[config.mk]
export PLATFORM = sky130hd
export DESIGN_NAME = prog_mem_stream
export DESIGN_NICKNAME = d
export VERILOG_FILES = /design/src/rtl/prog_mem_stream.sv
export SDC_FILE = /design/constraint.sdc
export NUM_CORES = 2
export LEC_CHECK = 0
export CORE_MARGIN = 8
export CORE_UTILIZATION = 40
export CTS_CLUSTER_DIAMETER = 80
export CTS_CLUSTER_SIZE = 40
export DETAILED_ROUTE_END_ITERATION = 16
export PLACE_DENSITY = 0.55
export SYNTH_ARGS = -nofsm -noshare
export SYNTH_HDL_FRONTEND = slang
export SYNTH_SLANG_ARGS = --single-unit
[constraint.sdc]
create_clock -name clk -period 4.7 [get_ports clk]
set_clock_uncertainty 0.2 [all_clocks]
set_input_delay 1.41 -clock clk [delete_from_list [all_inputs] [get_ports clk]]
set_output_delay 1.41 -clock clk [all_outputs]
set_load 0.005 [all_outputs]
[src/rtl/prog_mem_stream.sv]
// prog_mem_stream: parametrised program memory loaded through an auto-incrementing byte-stream FSM.
// Define PROG_MEM_CSUM_EN to add a trailing check byte and the ld_csum/ld_csum_ok ports.
module prog_mem_stream #(
   parameter int DATA_W = 12,
   parameter int ADDR_W = 8
) (
   input  logic              clk,
   input  logic              rst,
   input  logic              fetch_en,
   input  logic [ADDR_W-1:0] fetch_addr,
   output logic [DATA_W-1:0] instr,
   output logic              instr_valid,
   input  logic              ld_start,
   input  logic [ADDR_W-1:0] ld_base,
   input  logic [ADDR_W:0]   ld_count,
   input  logic [7:0]        ld_byte,
   input  logic              ld_valid,
   output logic              ld_ready,
   output logic              ld_busy,
   output logic              ld_done,
   output logic              ld_err
`ifdef PROG_MEM_CSUM_EN
   ,
   output logic [7:0]        ld_csum,
   output logic              ld_csum_ok
`endif
);
   localparam int BYTES = (DATA_W + 7) / 8;
   localparam int IDX_W = BYTES > 1 ? $clog2(BYTES) : 1;
   localparam int DEPTH = 2 ** ADDR_W;
   typedef enum logic [1:0] {IDLE, RECV, CHECK, DONE} state_t;
`ifdef PROG_MEM_CSUM_EN
   localparam state_t FIN = CHECK;
`else
   localparam state_t FIN = DONE;
`endif
   state_t state_q, state_d;
   logic [ADDR_W-1:0] addr_q, addr_d;
   logic [ADDR_W:0] cnt_q, cnt_d;
   logic [IDX_W-1:0] idx_q, idx_d;
   logic [DATA_W-1:0] asm_q, asm_d, asm_nx;
   logic [DATA_W-1:0] instr_q, instr_d;
   logic instr_valid_q, instr_valid_d, err_q, err_d;
   logic we, xfer, start_ok, last_byte;
   logic [DATA_W-1:0] mem [DEPTH];
   assign xfer = ld_valid & ld_ready;
   assign start_ok = state_q == IDLE && ld_start && ld_count != '0;
   assign last_byte = idx_q == IDX_W'(BYTES - 1);
   assign ld_ready = state_q == RECV || state_q == CHECK;
   assign ld_busy = state_q != IDLE;
   assign ld_done = state_q == DONE;
   assign ld_err = err_q;
   assign instr = instr_q;
   assign instr_valid = instr_valid_q;
   always_comb begin
      state_d = state_q;
      addr_d = addr_q;
      cnt_d = cnt_q;
      idx_d = idx_q;
      asm_d = asm_q;
      asm_nx = asm_q;
      we = 1'b0;
      err_d = ld_start && (state_q != IDLE || ld_count == '0);
      instr_valid_d = fetch_en & ~ld_busy;
      instr_d = instr_valid_d ? mem[fetch_addr] : '0;
      // Little-endian lane insert; bits past DATA_W in the top byte fall away
      for (int i = 0; i < DATA_W; i++)
         if (IDX_W'(i / 8) == idx_q) asm_nx[i] = ld_byte[i % 8];
      if (start_ok) begin
         state_d = RECV;
         addr_d = ld_base;
         cnt_d = ld_count;
         idx_d = '0;
         asm_d = '0;
      end
      if (state_q == RECV && xfer) begin
         asm_d = last_byte ? '0 : asm_nx;
         idx_d = last_byte ? '0 : idx_q + 1'b1;
         we = last_byte;
         addr_d = last_byte ? addr_q + 1'b1 : addr_q;
         cnt_d = last_byte ? cnt_q - 1'b1 : cnt_q;
         state_d = last_byte && cnt_q == (ADDR_W + 1)'(1) ? FIN : RECV;
      end
      if (state_q == CHECK && xfer) state_d = DONE;
      if (state_q == DONE) state_d = IDLE;
   end
   always_ff @(posedge clk) begin
      if (rst) begin
         state_q <= IDLE;
         addr_q <= '0;
         cnt_q <= '0;
         idx_q <= '0;
         asm_q <= '0;
         instr_q <= '0;
         instr_valid_q <= 1'b0;
         err_q <= 1'b0;
      end else begin
         state_q <= state_d;
         addr_q <= addr_d;
         cnt_q <= cnt_d;
         idx_q <= idx_d;
         asm_q <= asm_d;
         instr_q <= instr_d;
         instr_valid_q <= instr_valid_d;
         err_q <= err_d;
      end
   end
   always_ff @(posedge clk) begin
      if (we) mem[addr_q] <= asm_nx;
   end
`ifdef PROG_MEM_CSUM_EN
   logic [7:0] csum_q, csum_d;
   logic ok_q, ok_d;
   always_comb begin
      csum_d = start_ok ? 8'h00 : xfer ? csum_q + ld_byte : csum_q;
      ok_d = start_ok ? 1'b0 : (state_q == CHECK && xfer) ? csum_d == 8'h00 : ok_q;
   end
   always_ff @(posedge clk) begin
      if (rst) begin
         csum_q <= 8'h00;
         ok_q <= 1'b0;
      end else begin
         csum_q <= csum_d;
         ok_q <= ok_d;
      end
   end
   assign ld_csum = csum_q;
   assign ld_csum_ok = ok_q;
`endif
endmodule

* Yosys cells after proc, flatten, opt, wreduce, memory -nomap -nowiden
Memories as Yosys holds them, arrays and structs flattened. A register that Yosys moved wholly into a read port is not among the register bits.
Cells that the tools add are included.
** Cells by class
- $add $sub $neg :: 3
- Multiplexer cells :: 31
- Bitwise gates (word level) :: 4
- Equal/unequal tests :: 5
- Reductions and logical operators :: 17
** Operators by type and width (count)
- $mux 12 :: 3
- $mux 9 :: 3
- $mux 8 :: 3
- $mux 1 :: 18
- $eq 9x1->1 const B :: 1
- $logic_not 9->1 :: 1
- $reduce_bool 9->1 :: 1
- $sub 9x1->9 const B :: 1
- $add 8x1->8 const B :: 1
- $mux 2 :: 4
- $logic_and 1x1->1 :: 6
- $eq 2x2->1 const B :: 2
- $reduce_bool 2->1 :: 2
- $reduce_or 2->1 :: 2
- $reduce_bool 3->1 :: 1
- $and 1x1->1 :: 2
- $eq 2x1->1 const B :: 1
- $logic_not 2->1 :: 1
- $logic_or 1x1->1 :: 2
- $ne 2x2->1 const B :: 1
- $not 1->1 :: 2
- $reduce_and 2->1 :: 1
- $add 1x1->1 const B :: 1
** Storage, ports and cells
- Register bits :: 34
- Word-level logic and storage cells :: 68
- Memories kept :: 1
- Memory bits (writable) :: 3072
- Bits of input ports :: 38
** Memories
- mem :: words 256, width 12, rd ports 1, clocked after memory_dff 1, wr ports 1, line 45 : logic [DATA_W-1:0] mem [DEPTH];

* Depth between registers and ports, before layout
- Depth in word-level cells :: 7
- Gate-level depth with buffers :: 12

* Least setup slack after synthesis
Ideal clock, no wire load.
- Path type :: input to register
- Start :: input port ld_byte[3]
- End :: memory mem[0][11], data pin
- Path slack :: 703 ps
- Data arrival time :: 3242 ps
- Library setup time :: 555 ps
- Stages :: 1
- Cell sequence :: mux2_2
** Between the ends
- Cells in the longest elaborated chain, start to end :: 1
** RTL lines
- from (decl) :: line 16 : input logic [7:0] ld_byte,
- $mux 1 :: line 68 : if (IDX_W'(i / 8) == idx_q) asm_nx[i] = ld_byte[i % 8];
- to (decl) :: line 45
No other way between the ends.

==> summary.txt <==
STA
  • Max Fclk: 249 MHz
  • Worst slew slack as a fraction of its limit: 25.7%
  • Unrepaired setup endpoints after global routing: false
  • Max-slew violation total from the final report: 0
  • Hold Vio Cnt, Final: 0
  • Worst Tran Pin Value: 1.10 ns
  • Final min period: 4.01 ns
  • Final setup violation count: 0
  • Final worst-path cycle share: 85.3%
  • Smallest hold slack: 0.288 ns

Synthesis
  • Mean area per synthesized cell: 20.8 sq um
  • EDFF count, synth: 3072
  • Leading register cell type out of synthesis: sky130_fd_sc_hd__edfxtp_1
  • Synth warn: 0
  • Number of distinct standard cells referenced by the synthesized netlist: 57
  • Async S/R FF share, synth: 0%
  • Biggest area contributors in the synthesized netlist: sky130_fd_sc_hd__edfxtp_1 (76%), sky130_fd_sc_hd__mux4_2 (11%), sky130_fd_sc_hd__mux2i_1 (3.4%)
  • Synthesized area: 0.121 sq mm
  • Library cell with the largest summed area after synthesis: sky130_fd_sc_hd__edfxtp_1
  • Post-Syn Instances: 5833
  • Sequential fraction of the synthesis area: 77.0%
  • Post-Synthesis Net Count: 5881
  • Synthesized flop and latch total: 3118
  • Portion of synthesized cell area occupied by the leading cell type: 76.2%

Setup path
  • Worst reg-to-reg path cell count: 5
  • Cells traversed along the worst timing path: buf_16 > buf_12 > buf_4 > buf_4 > mux2i_1 > o221ai_1 > o22ai_1 > o21ai_0 > nand4_1 > o22ai_1
  • Critical path arrival: 4.59 ns
  • Kind of start point of the critical path: input port
  • FF-to-FF Start: addr_q[3]$_SDFFE_PP0P_
  • Internal reg-to-reg setup slack: 1.31 ns
  • Category of the critical setup timing path: input port to register
  • Crit end category: register
  • Worst path required time: 5.28 ns
  • Critical-path top delay cell: sky130_fd_sc_hd__nand4_1
  • Maximum cell stage delay along the critical path: 0.71 ns
  • Terminus of the critical flop-to-flop path: mem[102][1]$_DFFE_PP_
  • Crit-path max FO: 37

CTS
  • Number of buffers inserted during clock tree synthesis: 143
  • Hold bufs inserted after CTS: 0
  • Clock Tree Root: sky130_fd_sc_hd__clkbuf_16
  • Cells resized by post-CTS repair: 0
  • Setup repair bufs after CTS: 0
  • Clock latency at the later pin of the worst-skew pair: 0.87 ns
  • Maximum buffer depth of the clock tree: 4
  • Number of H-tree levels: 4
  • Clock tree from TritonCTS: done
  • Clock slew seen by the registers of the worst setup and hold paths: 0.11 ns
  • Total number of clock tree sinks: 3118

Die
  • Die Area: 0.321 sq mm
  • Num ports: 55
  • Standard-cell rows: 202
  • Width of the die: 566 um
  • Effective utilization at floorplan: 40.1%
  • Std-Cell Core Area: 0.302 sq mm
  • Die outline height: 566 um

Cells and area
  • Final non-filler cell area: 0.136 sq mm
  • Number of non-filler instances in the completed layout: 10400
  • FF+latch area: 0.0932 sq mm
  • Fraction of layout instances using a drive strength above 1: 24.6%
  • Filler cell count: 25300
  • Post-layout util: 45.1%
  • Net total in the final layout: 6387
  • Layout area overhead: 12.5%
  • Multi-input gate area: 0.0261 sq mm

Global route
  • Global route overflow: 0
  • Via count of the first global-routing pass: 60300
  • Initial antenna violation count: 21
  • Global router's overall resource usage: 20.1%
  • Pin count of the biggest net entering global routing: 101
  • Global-route wire length before repair: 467 mm

Drt
  • Met3 wire len: 22.8 mm
  • Routed metal-1 wire length: 141 mm
  • Drt initial violations: 7089
  • Length of the first detailed-routing pass in iterations: 5
  • Residual DRC: 0
  • Count of vias placed by the detailed router: 60800
  • Detailed Route WL: 332 mm
  • Met2 wire length: 159 mm
  • DR vias/cell: 5.83
  • Mean routed wirelength per cell: 31.8 um
  • Max layer used: met5
  • Remaining antenna violation count: 0

Worst hold path
  • Launch point of the worst hold path: asm_q[6]$_SDFFE_PP0P_
  • Worst Hold Path EP: asm_q[6]$_SDFFE_PP0P_
  • Number of instances on the worst hold path: 2
  • Worst hold path type: register to register

Place
  • Area post-placement: 0.131 sq mm
  • Placed cell count: 10200
  • DPL Wire Length: 215 mm
  • Count of input and output buffers: 54
  • Weighted congestion reported at the end of routability-driven placement: 0.850

Outcome
  • Outcome: finished, final reports clean

Power and ir drop
  • Peak supply drop: 0.000260 V
  • Pwr Density: 367 mW/mm^2
  • Static power due to leakage: 41.6 nW

Flow run
  • Max-cap violations: 0
[where the power goes]
| group | total, mW | switching [mW] | internal [mW] | leakage (nW) |
|---|---|---|---|---|
| sequential | 30.7 | 0.0582 | 30.6 | 27.0 |
| clock | 16.1 | 9.56 | 6.56 | 2.44 |
| combinational | 3.23 | 2.09 | 1.14 | 12.2 |
| total | 50.0 | 11.7 | 38.3 | 41.6 |
[cells in the mapped netlist, types with 5 or more instances]
library cell and n:
sky130_fd_sc_hd__mux4_2 603, sky130_fd_sc_hd__a21boi_0 35, sky130_fd_sc_hd__nor2_1 321, sky130_fd_sc_hd__a22oi_1 64
sky130_fd_sc_hd__a221oi_1 10, sky130_fd_sc_hd__buf_8 5, sky130_fd_sc_hd__nand2b_1 14, sky130_fd_sc_hd__buf_12 8
sky130_fd_sc_hd__buf_4 45, sky130_fd_sc_hd__buf_6 37, sky130_fd_sc_hd__nand3_1 54, sky130_fd_sc_hd__nor3_1 49
sky130_fd_sc_hd__o221ai_1 196, sky130_fd_sc_hd__clkbuf_1 181, sky130_fd_sc_hd__edfxtp_1 3072, sky130_fd_sc_hd__o32ai_1 7
sky130_fd_sc_hd__inv_1 11, sky130_fd_sc_hd__nor4_1 9, sky130_fd_sc_hd__or2_2 9, sky130_fd_sc_hd__mux2_2 34
sky130_fd_sc_hd__ha_1 10, sky130_fd_sc_hd__buf_2 60, sky130_fd_sc_hd__a21oi_1 42, sky130_fd_sc_hd__a211oi_1 52
sky130_fd_sc_hd__o211ai_1 13, sky130_fd_sc_hd__and3_1 5, sky130_fd_sc_hd__and2_1 11, sky130_fd_sc_hd__nand4_1 28
sky130_fd_sc_hd__a32oi_1 11, sky130_fd_sc_hd__buf_1 29, sky130_fd_sc_hd__a31oi_1 6, sky130_fd_sc_hd__o2111ai_1 5
sky130_fd_sc_hd__nor2b_1 22, sky130_fd_sc_hd__a311oi_1 5, sky130_fd_sc_hd__nand3b_1 10, sky130_fd_sc_hd__nand2_1 107
sky130_fd_sc_hd__o21ai_0 54, sky130_fd_sc_hd__o22a_1 6, sky130_fd_sc_hd__mux2i_1 409, sky130_fd_sc_hd__nor3b_1 7
sky130_fd_sc_hd__o22ai_1 103, sky130_fd_sc_hd__or3_1 6, sky130_fd_sc_hd__dfxtp_1 46
[cells in the final DEF, fill, tap and decap left out, types with 49 or more instances in the layout]
cell type,count
sky130_fd_sc_hd__mux2i_1,409
sky130_fd_sc_hd__buf_12,98
sky130_fd_sc_hd__nor2_1,319
sky130_fd_sc_hd__a211oi_1,52
sky130_fd_sc_hd__a22oi_1,64
sky130_fd_sc_hd__buf_4,574
sky130_fd_sc_hd__o21ai_0,53
sky130_fd_sc_hd__o221ai_1,196
sky130_fd_sc_hd__o22ai_1,103
sky130_fd_sc_hd__edfxtp_1,3072
sky130_fd_sc_hd__clkbuf_16,145
sky130_fd_sc_hd__nand2_1,106
sky130_fd_sc_hd__clkdlybuf4s50_1,49
sky130_fd_sc_hd__mux4_2,603
[per-layer routing]
layer | global-route usage [%] | vias up
li1 | - | 25300
met1 | 28.7 | 33000
met2 | 32.7 | 2148
met3 | 2.85 | 329
met4 | 4.95 | 8
met5 | 0 | -
[worst max-delay path by stage]
stage	startpoint	end	slack [ns]	depth (start not counted)
6_report	fetch_addr[0]	instr[5]$_SDFF_PP0_	0.69	10
5_1_grt	fetch_addr[0]	instr[5]$_SDFF_PP0_	0.68	10
4_1_cts	instr[5]$_SDFF_PP0_	instr[5]	0.73	1
3_5_place_dp	fetch_addr[0]	instr[5]$_SDFF_PP0_	-0.19	10
3_3_place_gp	fetch_addr[0]	instr[5]$_SDFF_PP0_	-0.14	10
2_1_floorplan	ld_byte[3]	mem[0][11]$_DFFE_PP_	0.70	1
[through the flow]
| step | setup TNS (ns) | total power, mW | setup slack [ns] |
|---|---|---|---|
| finish | 0 | 50.0 | 0.691 |
| global route | 0 | 51.3 | 0.684 |
| CTS | 0 | 50.4 | 0.729 |
| detailed placement | -0.374 | 34.6 | -0.194 |
| global placement | -0.348 | 34.5 | -0.142 |
| floorplan | 0 | 33.1 | 0.703 |
[worst max-delay path: cells and delay by family]
kind	cells	cell delay (ns)
AOI/OAI and AO/OA	4	1.22
buffers and inverters	4	0.97
and+or+nand+nor	1	0.71
muxes	1	0.11
[cell families after synthesis]
kind of cell / after synthesis / share of synthesized area [%]
DFF: 3118 / 77.0
muxes: 1046 / 14.9
and+or+nand+nor: 659 / 2.44
AOI/OAI and AO/OA: 623 / 3.82
buffers and inverters: 377 / 1.75
adders and majority gates: 10 / 0.103
[registers in the layout, indices dropped and copies added, names as in the netlist]
register and count:
addr_q 8, asm_q 12, ld_err 1, state_q 2
cnt_q 9, mem 3072, instr_valid 1, instr 12
idx_q 1
[layout make-up]
cell class                 instances  share of cell area (%)
clock buffer                     150                    2.69
multi-input combinational       2338                    19.1
sequential                      3118                    68.4
antenna                            5                 0.00919
clock inverter                   100                    1.05
timing repair buffer             726                    5.02
inverter                          12                  0.0386
tap                             3978                    3.65
(Power assumes the default switching activity.)
